===== src/rtl/store_arbiter.sv =====
// Multi-channel store buffer: one FIFO per channel, round-robin drained into a single
// registered output stage. Define STORE_ARB_DROP_CNT_EN to add the saturating drop_cnt output.
module store_arbiter #(
  parameter int N     = 32,
  parameter int CH    = 4,
  parameter int DEPTH = 4,
  localparam int SW   = (CH > 1) ? $clog2(CH) : 1
) (
  input  logic            clk,
  input  logic            reset,
  input  logic [CH-1:0]   store,
  input  logic [CH*N-1:0] data,
  output logic [CH-1:0]   full,
  input  logic            ready,
  output logic            write,
  output logic [N-1:0]    wdata,
  output logic [SW-1:0]   wsel
`ifdef STORE_ARB_DROP_CNT_EN
  ,
  output logic [15:0]     drop_cnt
`endif
);

  localparam int PW = $clog2(DEPTH);
  localparam int CW = PW + 1;

  logic [CH-1:0] nonempty;
  logic [CH-1:0] push;
  logic [CH-1:0] pop;
  logic [N-1:0]  head [CH];

  logic          free;
  logic          grant_valid;
  logic [SW-1:0] grant_idx;
  logic [SW-1:0] last_grant_reg;
  logic          write_reg;
  logic [N-1:0]  wdata_reg;
  logic [SW-1:0] wsel_reg;

  assign free = !write_reg || ready;

  genvar gi;
  generate
    for (gi = 0; gi < CH; gi++) begin : g_ch
      logic [N-1:0]  mem [DEPTH];
      logic [PW-1:0] wptr_reg;
      logic [PW-1:0] rptr_reg;
      logic [CW-1:0] count_reg;

      // Push is qualified on the pre-edge count, so a full channel drops even when popped.
      assign full[gi]     = (count_reg == CW'(DEPTH));
      assign nonempty[gi] = (count_reg != '0);
      assign push[gi]     = store[gi] && !full[gi];
      assign pop[gi]      = free && grant_valid && (grant_idx == SW'(gi));
      assign head[gi]     = mem[rptr_reg];

      always_ff @(posedge clk) begin
        if (push[gi]) begin
          mem[wptr_reg] <= data[gi*N +: N];
        end
      end

      always_ff @(posedge clk or negedge reset) begin
        if (!reset) begin
          wptr_reg  <= '0;
          rptr_reg  <= '0;
          count_reg <= '0;
        end else begin
          if (push[gi]) begin
            wptr_reg <= wptr_reg + PW'(1);
          end
          if (pop[gi]) begin
            rptr_reg <= rptr_reg + PW'(1);
          end
          case ({push[gi], pop[gi]})
            2'b10:   count_reg <= count_reg + CW'(1);
            2'b01:   count_reg <= count_reg - CW'(1);
            default: count_reg <= count_reg;
          endcase
        end
      end
    end
  endgenerate

  // Scan channels starting just after the last grant, wrapping at CH-1.
  always_comb begin
    logic [SW-1:0] cand;
    grant_valid = 1'b0;
    grant_idx   = '0;
    cand        = last_grant_reg;
    for (int k = 0; k < CH; k++) begin
      cand = (cand == SW'(CH - 1)) ? '0 : cand + SW'(1);
      if (!grant_valid && nonempty[cand]) begin
        grant_valid = 1'b1;
        grant_idx   = cand;
      end
    end
  end

  always_ff @(posedge clk or negedge reset) begin
    if (!reset) begin
      write_reg      <= 1'b0;
      wdata_reg      <= '0;
      wsel_reg       <= '0;
      last_grant_reg <= SW'(CH - 1);
    end else if (free) begin
      if (grant_valid) begin
        write_reg      <= 1'b1;
        wdata_reg      <= head[grant_idx];
        wsel_reg       <= grant_idx;
        last_grant_reg <= grant_idx;
      end else begin
        write_reg <= 1'b0;
      end
    end
  end

  assign write = write_reg;
  assign wdata = wdata_reg;
  assign wsel  = wsel_reg;

`ifdef STORE_ARB_DROP_CNT_EN
  logic [CH-1:0] drop;
  logic [15:0]   drop_cnt_reg;
  logic [16:0]   drop_sum;

  assign drop = store & full;

  always_comb begin
    drop_sum = {1'b0, drop_cnt_reg};
    for (int i = 0; i < CH; i++) begin
      drop_sum = drop_sum + 17'(drop[i]);
    end
  end

  always_ff @(posedge clk or negedge reset) begin
    if (!reset) begin
      drop_cnt_reg <= '0;
    end else begin
      drop_cnt_reg <= drop_sum[16] ? 16'hFFFF : drop_sum[15:0];
    end
  end

  assign drop_cnt = drop_cnt_reg;
`endif

endmodule


===== config.mk =====
export PLATFORM = sky130hd
export DESIGN_NAME = store_arbiter
export DESIGN_NICKNAME = d
export VERILOG_FILES = /design/src/rtl/store_arbiter.sv
export SDC_FILE = /design/constraint.sdc
export NUM_CORES = 1
export LEC_CHECK = 0
export ABC_AREA = 1
export CORE_MARGIN = 5
export CORE_UTILIZATION = 50
export DETAILED_ROUTE_END_ITERATION = 7
export GPL_TIMING_DRIVEN = 0
export PLACE_DENSITY = 0.77
export SLEW_MARGIN = 40
export SYNTH_ARGS = -nofsm -noshare
export SYNTH_HDL_FRONTEND = slang
export SYNTH_SLANG_ARGS = --single-unit

===== constraint.sdc =====
create_clock -name clk -period 4.09 [get_ports clk]
set_input_delay 0.6135 -clock clk [delete_from_list [all_inputs] [get_ports clk]]
set_output_delay 0.6135 -clock clk [all_outputs]
set_load 0.05 [all_outputs]

==> run_results.csv <==
group,metric,value,unit
timing,finClkSkew,0.0179,ns
logic_synthesis,syn_inst,1985,
timing,fin_crit,3.79,ns
routing,vias,17000,
timing,worst_slew_pin_slew,0.664,ns
cells_and_area,syn_to_final_growth,21.8,%
status,outcome,"complete, no violations",
grt,grt_pass1_wl,96700,um
cells_and_area,layout_common_cells,"edfxtp_1 (512), nand2_1 (348), nor2_1 (204)",
floorplan,die_w,228,um
critical_path,worstSetupStartpointType,"flip-flop",
clocking,clock_sinks,577,
cells_and_area,drive_above_1_share,0.0767,
clocking,clk_path_buf_depth,3,
grt,grt_pass1_vias,16600,
clocking,clkLatencyLatePin,0.61,ns
clocking,cts.htree.levels,2,
grt,antenna_found_initial,1,
routing,postRouteAntennaNets,0,
power_and_ir_drop,power.density,866,mW/mm2
cells_and_area,final_cells,2904,
logic_synthesis,syn-num-nets,2145,
critical_path,critical_path_arrival,4.27,ns
timing,drv_slew,0,
clocking,cts_root_buf,"clkbuf_16",
place,gp_congestion,0.881,
routing,vias_per_cell,5.85,
routing,remaining_drc_errors,0,
logic_synthesis,yosysSeqAreaShare,0.718,
clocking,clk_pin_slew,0.06,ns
floorplan,initial_core_util,0.507,
critical_path,worstPathRequired,4.57,ns
timing,hold_viol,0,
power_and_ir_drop,p_leak,10.7,nW
cells_and_area,nets,2407,
run,cap_violations,0,
critical_path,worstSetupEndpointType,"flip-flop",
routing,dr_wl_met3,6150,um
logic_synthesis,ys_warn_count,0,
routing,firstDrtPassIters,6,
routing,routed_wl,65000,um
logic_synthesis,synthDistinctLibCells,31,
power_and_ir_drop,totalPowerFinal,0.0250,W
critical_path,crit_fanout,7,
place,dp.cells,2794,
cells_and_area,largest_reg_flops,512,
timing,period_share,0.927,
clocking,cts_buffers,57,
timing,setup_viol,0,
grt,gr-total-overflow,0,
floorplan,io_pins,174,
grt,track_usage,0.246,
clocking,cts_tree,"built",
logic_synthesis,syn_area_per_cell,11.9,um2
timing,whs,0.387,ns
floorplan,rows,79,
routing,drtIter0Drc,2294,
routing,wl_per_cell,22.4,um
floorplan,die_h,228,um
routing,met1_length,24800,um
routing,wl_met2,31600,um
timing,rsz0062_at_grt,"no",
floorplan,die-area,0.0518,mm2
cells_and_area,mostFrequentLayoutCell,"edfxtp_1",
grt,grt_max_degree,60,
critical_path,critPathKind,"flip-flop to flip-flop",
timing,clock.fmax,264,MHz
worst_hold_path,hold_path_class,"primary input to async pin",
routing,routed.top_layer,"met4",
power_and_ir_drop,peakVddDrop,0.000433,V
timing,finalSetupTns,0,ns
logic_synthesis,synth_area,0.0237,mm2
logic_synthesis,synth_seq_cells,577,
place,hpwl,45000,um
place,port_buffers,173,
timing,slew-limit-headroom,0.556,
floorplan,core,0.0467,mm2
critical path, cell delays in order, from the launching register on:
cell and delay, ns:
dfstp_2 0.57, ha_1 0.31, inv_2 0.11, nand2_1 0.07, nand2_2 0.13, nand3_1 0.11, nand2_2 0.11, nor2_4 0.05
nand2_1 0.10, nor2_1 0.07, nor2_2 0.30, nand2_1 0.19, nor2_2 0.37, ha_1 0.22, inv_1 0.07, fa_1 0.39
a21oi_1 0.17, o21ai_0 0.14, xor2_1 0.16
final cells by class:
type | count | area (um2)
plain buffers | 109 | 442
multi-input cells | 1143 | 5760
repair buffers | 203 | 2350
flip-flops and latches | 577 | 17000
inverters | 156 | 586
diodes | 1 | 2.50
clock buffers | 70 | 1540
fillers | 3461 | 17800
well taps | 607 | 759
clock inverters | 38 | 375
path summary, 6_finish.rpt:
path | endpoint | cells after the start | slack [ns] | start
max | g_ch[2].count_reg[2] | 18 | 0.30 | last_grant_reg[0]
min | g_ch[3].rptr_reg[0] | 2 | 0.39 | reset
max reg2reg | g_ch[2].count_reg[2] | 18 | 0.30 | last_grant_reg[0]
min reg2reg | last_grant_reg[1] | 2 | 0.47 | last_grant_reg[1]
max in group asynchronous | last_grant_reg[0] | 3 | 3.10 | reset
min in group clk | last_grant_reg[1] | 2 | 0.47 | last_grant_reg[1]
stage by stage:
stage	cell area, um2	util	setup WS, ns
5_1_grt	28800	0.618	0.0658
2_1_floorplan	23700	-	1.05
3_5_place_dp	26900	0.576	0.471
4_1_cts	28800	0.618	0.394
6_report	28800	0.618	0.300
3_3_place_gp	26200	0.561	-0.160
per-layer routing:
metal,track usage,vias up
li1,-,7519
met1,0.331,8376
met2,0.405,960
met3,0.0482,145
met4,0.0849,0
met5,0,-
where the power goes:
group | internal (W) | total [W] | switching [W] | leakage [nW]
combinational | 0.00342 | 0.0112 | 0.00774 | 4.31
clock | 0.00311 | 0.00533 | 0.00222 | 0.919
sequential | 0.00788 | 0.00846 | 0.000588 | 5.46
kinds of logic (layout without fill, tap and decap cells):
kind of cell,Yosys count,in the layout,synth area share
flops,577,577,0.718
simple gates,727,727,0.126
xor+xnor,17,17,0.00629
compound gates,374,374,0.0914
buf+inv,265,576,0.0434
other cells,0,1,0
fa+ha+maj,25,25,0.0145
Yosys cell counts (all sizes together):
cell type	number	area share
a21oi	40	0.0085
a32o	32	0.014
buf	31	0.0063
clkbuf	78	0.012
clkinv	3	0.00048
dfrtp	63	0.067
dfstp	2	0.0022
edfxtp	512	0.65
fa	4	0.0034
ha	21	0.011
inv	153	0.024
nand2	356	0.058
nand3	142	0.030
nand4	3	0.0014
nor2	226	0.037
o21ai	205	0.044
o22ai	97	0.026
xnor2	5	0.0019
xor2	12	0.0044
repair_timing:
item	in CTS	in global routing
hold endpoints to repair	6	0
hold buffers	1	0
resized for setup	0	0
buffers inserted	0	0
(Power assumes the default switching activity.)
